### config.mk
export PLATFORM = sky130hd
export DESIGN_NAME = multicycle_control
export DESIGN_NICKNAME = d
export VERILOG_FILES = /design/src/rtl/multicycle_control.sv
export SDC_FILE = /design/constraint.sdc
export NUM_CORES = 1
export LEC_CHECK = 0
export CAP_MARGIN = 5
export CELL_PAD_IN_SITES_DETAIL_PLACEMENT = 1
export CELL_PAD_IN_SITES_GLOBAL_PLACEMENT = 1
export CORE_MARGIN = 5
export CORE_UTILIZATION = 37
export CTS_BUF_LIST = sky130_fd_sc_hd__clkbuf_4 sky130_fd_sc_hd__clkbuf_8
export DETAILED_ROUTE_END_ITERATION = 10
export PLACE_DENSITY_LB_ADDON = 0.1
export RECOVER_POWER = 25
export REMOVE_ABC_BUFFERS = 1
export SLEW_MARGIN = 10
export SYNTH_ARGS = -nofsm -noshare
export SYNTH_HDL_FRONTEND = slang
export SYNTH_SLANG_ARGS = --single-unit
### constraint.sdc
create_clock -name clk -period 2.58 [get_ports clk]
set_input_delay 0.516 -clock clk [delete_from_list [all_inputs] [get_ports clk]]
set_output_delay 0.516 -clock clk [all_outputs]
set_load 0.01 [all_outputs]
### src/rtl/multicycle_control.sv
// Multi-cycle control unit for the reduced RISC-V core: sequences fetch, decode,
// execute, memory and writeback over a shared req/ready memory port.
module multicycle_control #(
    parameter int MAX_WAIT = 255,
    parameter int CNT_W    = 32
) (
    input  logic             clk,
    input  logic             rst,
    input  logic [31:0]      instr,
    input  logic             EQ,
    input  logic             mem_ready,
    output logic             mem_req,
    output logic             mem_we,
    output logic             IRWrite,
    output logic             PCWrite,
    output logic             PCsrc,
    output logic             RegWrite,
    output logic [2:0]       ALUctrl,
    output logic             ALUsrc,
    output logic [1:0]       ImmSrc,
    output logic             ResultSrc,
    output logic             illegal,
    output logic             timeout,
    output logic [CNT_W-1:0] instret
);

    localparam int                WAIT_W     = (MAX_WAIT > 0) ? $clog2(MAX_WAIT + 1) : 1;
    localparam logic [WAIT_W-1:0] WAIT_LIMIT = WAIT_W'(MAX_WAIT);
    localparam bit                TIMEOUT_EN = (MAX_WAIT > 0);

    localparam logic [6:0] OP_IMM    = 7'b0010011;
    localparam logic [6:0] OP_BRANCH = 7'b1100011;
    localparam logic [6:0] OP_LOAD   = 7'b0000011;
    localparam logic [6:0] OP_STORE  = 7'b0100011;

    typedef enum logic [2:0] {
        S_FETCH  = 3'd0,
        S_DECODE = 3'd1,
        S_EXEC   = 3'd2,
        S_MEM    = 3'd3,
        S_WB     = 3'd4,
        S_TRAP   = 3'd5
    } state_t;

    state_t            state;
    state_t            next_state;
    logic [6:0]        opcode_q;
    logic [2:0]        funct3_q;
    logic [WAIT_W-1:0] wait_cnt;
    logic              set_illegal;
    logic              set_timeout;
    logic              wait_expired;
    logic              is_opimm;
    logic              is_branch;
    logic              is_lw;
    logic              is_sw;
    logic              unused_instr_bits;

    assign unused_instr_bits = ^{instr[31:15], instr[11:7]};

    assign is_opimm  = (opcode_q == OP_IMM);
    assign is_branch = (opcode_q == OP_BRANCH) && (funct3_q == 3'b000 || funct3_q == 3'b001);
    assign is_lw     = (opcode_q == OP_LOAD)  && (funct3_q == 3'b010);
    assign is_sw     = (opcode_q == OP_STORE) && (funct3_q == 3'b010);

    // A ready arriving on the limit cycle wins, so expiry requires ready low.
    assign wait_expired = TIMEOUT_EN && (wait_cnt == WAIT_LIMIT) && !mem_ready;

    always_ff @(posedge clk or posedge rst) begin
        if (rst) begin
            state <= S_FETCH;
        end else begin
            state <= next_state;
        end
    end

    always_ff @(posedge clk or posedge rst) begin
        if (rst) begin
            opcode_q <= '0;
            funct3_q <= '0;
        end else if (IRWrite) begin
            opcode_q <= instr[6:0];
            funct3_q <= instr[14:12];
        end
    end

    // Counter is zero whenever a request starts because every non-waiting cycle clears it.
    always_ff @(posedge clk or posedge rst) begin
        if (rst) begin
            wait_cnt <= '0;
        end else if (mem_req && !mem_ready) begin
            wait_cnt <= wait_cnt + WAIT_W'(1);
        end else begin
            wait_cnt <= '0;
        end
    end

    always_ff @(posedge clk or posedge rst) begin
        if (rst) begin
            illegal <= 1'b0;
            timeout <= 1'b0;
            instret <= '0;
        end else begin
            illegal <= illegal | set_illegal;
            timeout <= timeout | set_timeout;
            if (PCWrite) begin
                instret <= instret + CNT_W'(1);
            end
        end
    end

    always_comb begin
        next_state  = state;
        set_illegal = 1'b0;
        set_timeout = 1'b0;
        mem_req     = 1'b0;
        mem_we      = 1'b0;
        IRWrite     = 1'b0;
        PCWrite     = 1'b0;
        PCsrc       = 1'b0;
        RegWrite    = 1'b0;
        ALUctrl     = 3'b000;
        ALUsrc      = 1'b0;
        ImmSrc      = 2'b00;
        ResultSrc   = 1'b0;

        case (state)
            S_FETCH: begin
                mem_req = 1'b1;
                if (mem_ready) begin
                    IRWrite    = 1'b1;
                    next_state = S_DECODE;
                end else if (wait_expired) begin
                    set_timeout = 1'b1;
                    next_state  = S_TRAP;
                end
            end
            S_DECODE: begin
                if (is_opimm || is_branch || is_lw || is_sw) begin
                    next_state = S_EXEC;
                end else begin
                    set_illegal = 1'b1;
                    next_state  = S_TRAP;
                end
            end
            S_EXEC: begin
                if (is_opimm) begin
                    ALUctrl    = funct3_q;
                    ALUsrc     = 1'b1;
                    next_state = S_WB;
                end else if (is_branch) begin
                    ImmSrc     = 2'b10;
                    PCWrite    = 1'b1;
                    PCsrc      = funct3_q[0] ? !EQ : EQ;
                    next_state = S_FETCH;
                end else begin
                    ALUsrc     = 1'b1;
                    ImmSrc     = {1'b0, is_sw};
                    next_state = S_MEM;
                end
            end
            S_MEM: begin
                mem_req = 1'b1;
                mem_we  = is_sw;
                ALUsrc  = 1'b1;
                ImmSrc  = {1'b0, is_sw};
                if (mem_ready) begin
                    if (is_sw) begin
                        PCWrite    = 1'b1;
                        next_state = S_FETCH;
                    end else begin
                        next_state = S_WB;
                    end
                end else if (wait_expired) begin
                    set_timeout = 1'b1;
                    next_state  = S_TRAP;
                end
            end
            S_WB: begin
                RegWrite   = 1'b1;
                ResultSrc  = is_lw;
                PCWrite    = 1'b1;
                next_state = S_FETCH;
            end
            S_TRAP: begin
                next_state = S_TRAP;
            end
            default: begin
                next_state = S_FETCH;
            end
        endcase

        // Reset is asynchronous, so strobes must vanish the moment it rises.
        if (rst) begin
            next_state  = S_FETCH;
            set_illegal = 1'b0;
            set_timeout = 1'b0;
            mem_req     = 1'b0;
            mem_we      = 1'b0;
            IRWrite     = 1'b0;
            PCWrite     = 1'b0;
            PCsrc       = 1'b0;
            RegWrite    = 1'b0;
            ALUctrl     = 3'b000;
            ALUsrc      = 1'b0;
            ImmSrc      = 2'b00;
            ResultSrc   = 1'b0;
        end
    end

endmodule

After elaboration in Yosys (flattened, before gate mapping)
Cells that the tools add are included.
{"block": "totals", "register_bits": 55, "output_inout_bits": 47, "wordCells": 87}
{"block": "classes", "add_sub_neg": 2, "eq_ne": 12, "n_mux": 50, "n_bitwise": 2, "n_reduce_logical": 14}
{"cell": "$add A32 B1 Y32 const B", "n": 1}
{"cell": "$mux W1", "n": 31}
{"cell": "$mux W3", "n": 10}
{"cell": "$pmux W3 S5", "n": 1}
{"cell": "$eq A3 B2 Y1 const B", "n": 3}
{"cell": "$add A8 B1 Y8 const B", "n": 1}
{"cell": "$eq A8 B8 Y1 const B", "n": 1}
{"cell": "$mux W2", "n": 4}
{"cell": "$mux W8", "n": 1}
{"cell": "$eq A7 B2 Y1 const B", "n": 1}
{"cell": "$eq A7 B5 Y1 const B", "n": 1}
{"cell": "$eq A7 B6 Y1 const B", "n": 1}
{"cell": "$eq A7 B7 Y1 const B", "n": 1}
{"cell": "$eq A3 B1 Y1 const B", "n": 2}
{"cell": "$eq A3 B3 Y1 const B", "n": 2}
{"cell": "$logic_not A3 Y1", "n": 2}
{"cell": "$logic_and A1 B1 Y1", "n": 5}
{"cell": "$logic_or A1 B1 Y1", "n": 4}
{"cell": "$pmux W2 S2", "n": 1}
{"cell": "$pmux W1 S3", "n": 1}
{"cell": "$logic_not A1 Y1", "n": 2}
{"cell": "$or A1 B1 Y1", "n": 2}
{"cell": "$pmux W1 S2", "n": 1}
{"cell": "$reduce_or A2 Y1", "n": 1}

Depth between registers and ports, before layout
Gate-level depths: netlist of the first run.
{"block": "logic_depth", "word_depth": 10, "depth_mapped": 9, "ltp_nobuf": 7}

Worst setup path after synthesis of the first run
OpenSTA, ideal clock, no wires.
{"block": "synth_path", "path_type": "in2out", "from": "input port rst", "to": "output port PCWrite", "arrival_ns": 1.690, "required_ns": 2.064, "slack_ns": 0.374, "path_stages": 7, "path_cell_list": "clkbuf_1 -> nand4bb_1 -> nor4_4 -> nand2_1 -> and2_4 -> inv_2 -> buf_2"}
{"block": "synth_via", "elab_chain_cells": 1}
{"item": "from (decl)", "line_no": "8", "text": "input logic rst,"}
{"item": "$mux W1", "line_no": "194", "text": "if (rst) begin"}
{"item": "to (decl)", "line_no": "15", "text": "output logic PCWrite,"}
Every way passes these cells.

Final worst setup path of the first run
{"block": "layout_path", "from": "input port rst", "to": "output port mem_req"}
{"block": "layout_via", "elab_chain_cells": 1}
{"item": "$mux W1", "line_no": "194"}
{"item": "to (decl)", "line_no": "12", "text": "output logic mem_req,"}
Every way passes these cells.

==> out/qor.yml, run 1 <==
drt:
  route.met2.wl_mm: 3.61
  initialDrtViolationCount: 63
  highest_layer: "met4"
  wl_met3_um: 284
  drt-pass1-iter-count: 4
  routed_wl_mm: 7.53
  wl_met1_mm: 3.52
  post-route-drc-count: 0
  viasPerCell: 5.03
  drtAntennaViolNets: 0
  num_vias: 2335
  wire_per_inst_um: 16.2
sta:
  whs_ps: 475
  fin_tns_setup_ps: 0
  final-max-slew-violation-count: 0
  finalSetupViolations: 0
  tightest_slew_ps: 1210
  maxSlewHeadroom: 0.196
  clock-skew-final_ps: 9.56
  hold_violations: 0
  fin_crit_sh: 0.965
  timing.final.crit_period_ps: 2490
  timing.fmax_mhz: 402
  grt_setup_unrepaired: "false"
yosys:
  synth_edf_count: 0
  syn_avg_cell_area_um2: 9.82
  yosysWarnings: 0
  synthFlopType: "dfrtp_1"
  synth_cell_types: 42
  ys_ff_latch: 55
  syn_area_um2: 2810
  synthCells: 286
  yosysSeqAreaShare: 0.490
  async_reset_ff_frac: 1.00
global_route:
  antenna_found_initial: 0
  gr-usage-all-layers: 0.166
  gr-total-overflow: 0
  grt_pass1_wl_mm: 12.9
  grt_pass1_vias: 2516
  grt_max_degree: 49
critical_path:
  cp.required_ps: 2060
  crit_family: "buffers and inverters"
  critPathCaptureType: "primary output"
  start_kind: "input port"
  reg2reg_depth: 8
  path_max_fanout: 4
  worstSetupStartpoint: "rst"
  cp.depth: 7
  r2r-start: "opcode_q[3]"
  cp.arrival_ps: 1970
  crit_type: "input port to primary output"
  crit_chain: "dlygate4sd2_1, buf_4, nor2_1, buf_4, nand3_1, inv_1, clkdlybuf4s50_1"
  path_buf_inv: 5
  r2r_slack_ps: 370
  cp_slowest_cell: "clkdlybuf4s50_1"
  max_stage_delay_ps: 530
  crit_top_cell: "buf_4"
  endpoint: "mem_req"
  r2r-end: "instret[21]"
cells_and_area:
  antenna_cells: 0
  final_cell_mix: "dfrtp_1, nand2_1, clkdlybuf4s50_1, nor2_1, buf_4"
  final_nets: 402
  area_growth_pct: 35.7
  layout_commonest_cell: "dfrtp_1"
  drive_gt1_frac: 0.159
job:
  cap_violations: 0
clocking:
  clk_pin_slew_worst_paths_ps: 100
  htree_levels: 2
  cts_sinks: 55
  cts_tree: "built"
  clk_latency_ps: 320
  cts_hold_buf: 0
  cts-root-buf: "clkbuf_8"
  numCtsBuffers: 5
  cts_max_path_buffers: 2
floorplan:
  core_um2: 7330
  num_rows: 31
  die_w_um: 97.1
  die-area_um2: 9430
  die-height_um: 97.1
  io_pins: 83
  start_util: 0.383
outcome:
  status: "finished, final reports clean"
worst_hold_path:
  hold_class: "input port to asynchronous set/reset pin"
power_and_ir_drop:
  powerDensity_nw_per_um2: 541
  p_total_w: 0.00206
  p_leak_nw: 1.78
  vdd_drop_max_v: 0.000384
place:
  dp_hpwl_mm: 5.46
  place.gp.congestion: 0.773
  portBuffers: 60
state kept, by name (all words and copies together), names as in the netlist:
| register | count |
|---|---|
| timeout | 1 |
| opcode_q | 7 |
| state | 3 |
| instret | 32 |
| wait_cnt | 8 |
| funct3_q | 3 |
| illegal | 1 |
where the power goes:
group,internal (W),switching [W]
clock network,0.000315,0.000294
registers,0.000932,0.0000898
logic,0.000200,0.000233
routing by layer:
| metal | GRT usage | vias up |
|---|---|---|
| met5 | 0 | - |
| met4 | 0.0486 | 0 |
| met3 | 0.0431 | 9 |
| met2 | 0.275 | 42 |
| met1 | 0.214 | 1159 |
| li1 | - | 1125 |
worst min-delay path by stage:
stage | to | slack (ps) | cells past startpoint
after global placement | illegal | 460 | 1
after global routing | state[1] | 500 | 3
after floorplan | wait_cnt[0] | 450 | 1
final | wait_cnt[3] | 470 | 3
after detailed placement | illegal | 460 | 1
after CTS | state[1] | 430 | 3
logic make-up after synthesis:
logic type / synth area share
AOI/OAI and AO/OA: 0.0423
DFF: 0.490
adders and majority gates: 0.00891
xor gates and xnor gates: 0.118
and+or+nand+nor: 0.308
buffers and inverters: 0.0321
cell usage after synthesis (3+ instances only):
cell type,number,area share
and2_1,6,0.013
nor3_2,5,0.018
nand2_1,53,0.071
nor2_1,22,0.029
clkbuf_1,7,0.0094
o21ai_0,6,0.011
xnor2_1,18,0.056
nand4_1,11,0.025
inv_1,6,0.0080
and3_1,10,0.022
dfrtp_1,55,0.49
xor2_1,20,0.062
nor3_1,8,0.014
nand3_1,19,0.034
buf_2,3,0.0053
worst min-delay path, cell delays in order:
cell,delay (ps)
dlygate4sd2_1,280
buf_4,160
inv_1,220
through the flow:
step	setup WS [ps]	std cells	area, µm²	utilization
2_1_floorplan	568	274	2750	-
3_3_place_gp	-244	450	3610	0.492
3_5_place_dp	-277	450	3610	0.492
4_1_cts	13.4	463	3810	0.519
5_1_grt	4.19	464	3810	0.520
6_report	91.4	464	3810	0.520
what timing repair did:
| item | CTS | global route |
|---|---|---|
| pin swaps | 1 | 1 |
| hold endpoints to repair | 0 | 0 |
| endpoints found under the setup margin | 12 | 4 |
| cloned | 0 | 0 |
| setup buffers | 5 | 1 |
| resized for setup | 16 | 6 |
area by class of cell:
class / count / area, µm²
Clock buffer: 6 / 82.6
Clock inverter: 2 / 35.0
Fill cell: 822 / 3520
Inverter: 7 / 26.3
Multi-Input combinational cell: 212 / 1400
Sequential cell: 55 / 1380
Tap cell: 99 / 124
Timing Repair Buffer: 83 / 762
Note: power is estimated with default switching activity, not from simulation.
==> inputs of run 2 (changes only) <==
CELL_PAD_IN_SITES_DETAIL_PLACEMENT = 0   (was 1)
==> run 2 against run 1 <==
Effect of this change:
- combinational power fell by 9.9%
- global-route usage decreased by 2.1 points
- cell area is 1.9% lower
- register-to-register slack improved by 30 ps
- die area unchanged
- sequential cell count unchanged
- cell count is 1.3% lower
- clock skew down 1.2 ps
- critical endpoint is now ImmSrc[0]
- largest cell class unchanged
- largest power group unchanged
- highest routed layer unchanged
==> out/qor.yml, run 2 (synthesized netlist as in run 1, its figures left out) <==
outcome:
  status: "finished, final reports clean"  # unchanged
critical_path:
  r2r_slack_ps: 400  # was 370 ps
  crit_chain: "nor4bb_1, nand4_1, nor2_1, clkdlybuf4s50_1"  # was dlygate4sd2_1, buf_4, nor2_1, buf_4, nand3_1, inv_1, clkdlybuf4s50_1
  crit_family: "simple AND/OR/NAND/NOR gates"  # was buffers and inverters
  path_max_fanout: 3  # was 4
  r2r-end: "instret[21]"  # unchanged
  start_kind: "register"  # was input port
  critPathCaptureType: "primary output"  # unchanged
  cp_slowest_cell: "clkdlybuf4s50_1"  # unchanged
  crit_type: "register to primary output"  # was input port to primary output
  cp.arrival_ps: 1990  # was 1970 ps
  r2r-start: "state[2]"  # was opcode_q[3]
  reg2reg_depth: 7  # was 8
  max_stage_delay_ps: 550  # was 530 ps
  path_buf_inv: 1  # was 5
  worstSetupStartpoint: "opcode_q[0]"  # was rst
  cp.required_ps: 2060  # about the same
  cp.depth: 4  # was 7
  endpoint: "ImmSrc[0]"  # was mem_req
drt:
  initialDrtViolationCount: 65  # was 63
  post-route-drc-count: 0  # unchanged
  wire_per_inst_um: 14.3  # was 16.2 µm
  drtAntennaViolNets: 0  # unchanged
  drt-pass1-iter-count: 4  # unchanged
  viasPerCell: 4.83  # was 5.03
  num_vias: 2214  # was 2335
  routed_wl_mm: 6.56  # was 7.53 mm
sta:
  timing.fmax_mhz: 399  # was 402 MHz
  finalSetupViolations: 0  # unchanged
  tightest_slew_ps: 1200  # was 1210 ps
  setup_ws_ps: 73.5  # was 91.4 ps
  fin_crit_sh: 0.972  # was 0.965
  final-max-slew-violation-count: 0  # unchanged
  grt_setup_unrepaired: "true"  # was false
  clock-skew-final_ps: 8.40  # was 9.56 ps
  maxSlewHeadroom: 0.202  # was 0.196
  timing.final.crit_period_ps: 2510  # was 2490 ps
  hold_violations: 0  # unchanged
place:
  dp_hpwl_mm: 4.72  # was 5.46 mm
  place.gp.congestion: 0.773  # unchanged
  portBuffers: 60  # unchanged
  place_inst: 450  # unchanged
  pre_cts_slack_ps: -229  # was -277 ps
power_and_ir_drop:
  powerDensity_nw_per_um2: 508  # was 541 nW/µm²
  vdd_drop_max_v: 0.000277  # was 0.000384 V
  p_leak_nw: 1.73  # was 1.78 nW
floorplan:
  core_um2: 7330  # unchanged
  num_rows: 31  # unchanged
  io_pins: 83  # unchanged
  die-height_um: 97.1  # unchanged
  die_w_um: 97.1  # unchanged
  die-area_um2: 9430  # unchanged
  start_util: 0.383  # unchanged
worst_hold_path:
  hold_class: "register to register"  # was input port to asynchronous set/reset pin
clocking:
  numCtsBuffers: 5  # unchanged
  clk_latency_ps: 310  # was 320 ps
  cts_max_path_buffers: 2  # unchanged
  cts_hold_buf: 0  # unchanged
  cts-root-buf: "clkbuf_8"  # unchanged
  clk_pin_slew_worst_paths_ps: 100  # about the same
  cts_sinks: 55  # unchanged
  htree_levels: 2  # unchanged
  cts_tree: "built"  # unchanged
job:
  cap_violations: 0  # unchanged
cells_and_area:
  largest_register_ffs: 32  # unchanged
  area_growth_pct: 33.1  # was 35.7%
  regMostFlops: "instret"  # unchanged
  final.fill_count: 687  # was 822
  antenna_cells: 0  # unchanged
  final_cell_mix: "dfrtp_1, nand2_1, clkdlybuf4s50_1, nor2_1, xor2_1"  # was dfrtp_1, nand2_1, clkdlybuf4s50_1, nor2_1, buf_4
  drive_gt1_frac: 0.145  # was 0.159
  final_nets: 397  # was 402
  top_regs: "instret x32, wait_cnt x8, opcode_q x7"  # unchanged
  final_cells: 458  # was 464
  layout_commonest_cell: "dfrtp_1"  # unchanged
global_route:
  gr-usage-all-layers: 0.145  # was 0.166
  antenna_found_initial: 0  # unchanged
  gr-total-overflow: 0  # unchanged
  grt_pass1_wl_mm: 11.4  # was 12.9 mm
  grt_max_degree: 49  # unchanged
  grt_pass1_vias: 2290  # was 2516
run 2: cell count changes in the layout (fill, tap and decap cells not counted), sizes merged:
cell,delta
buf,-6
bufinv,-1
clkbuf,+1
clkdlybuf4s50,+1
dlygate4sd2,-1
run 2: where the power goes:
group / internal (W) / switching [W] / total (W)
registers: 0.000932 / 0.0000948 / 0.00103
logic: 0.000181 / 0.000209 / 0.000390
clock network: 0.000212 / 0.000272 / 0.000483
run 2: through the flow:
step	power [W]	hold WS (ps)	util	instance area, µm²	setup TNS, ps
after floorplan	0.00124	448	-	2750	0
after global placement	0.00143	456	0.492	3610	-1160
after detailed placement	0.00143	464	0.492	3610	-975
after CTS	0.00194	426	0.510	3740	0
after global routing	0.00202	501	0.510	3740	-23.8
final	0.00190	479	0.510	3740	0
run 2: worst min-delay path by stage:
stage	start	end	slack [ps]	cells past startpoint
2_1_floorplan	wait_cnt[0]	wait_cnt[0]	450	1
3_3_place_gp	illegal	illegal	460	1
3_5_place_dp	illegal	illegal	460	1
4_1_cts	rst	state[1]	430	3
5_1_grt	instret[31]	instret[31]	500	1
6_report	illegal	illegal	480	1
run 2: layer usage:
layer  global-route usage  part of all wire  vias to the layer above
li1                     -                 -                     1115
met1                0.192              0.48                     1044
met2                0.229              0.46                       48
met3               0.0431             0.050                        7
met4               0.0432             0.010                        0
met5                    0                 0                        -
run 2: area by class of cell:
cell class              count  area (µm²)  share of cell area
repair buffers             78         722               0.193
inverters                   7        26.3             0.00703
clock buffers               6        82.6              0.0221
flip-flops and latches     55        1380               0.369
well taps                  99         124              0.0331
clock inverters             1        5.00             0.00134
multi-input cells         212        1400               0.375
run 2: what timing repair did:
action | 4_1_cts | 5_1_grt
buffers inserted | 1 | 0
hold endpoints to repair | 0 | 0
cloned | 0 | 0
pin swaps | 3 | 2
setup endpoints to repair | 11 | 8
gates resized for setup | 14 | 8
run 2: worst reg2reg max path: cells and delay by family (launching register included):
kind / cells / cell delay [ps]
flip-flops: 1 / 490
AND/OR/NAND/NOR: 5 / 1250
buffers and inverters: 1 / 200
XOR/XNOR: 1 / 170
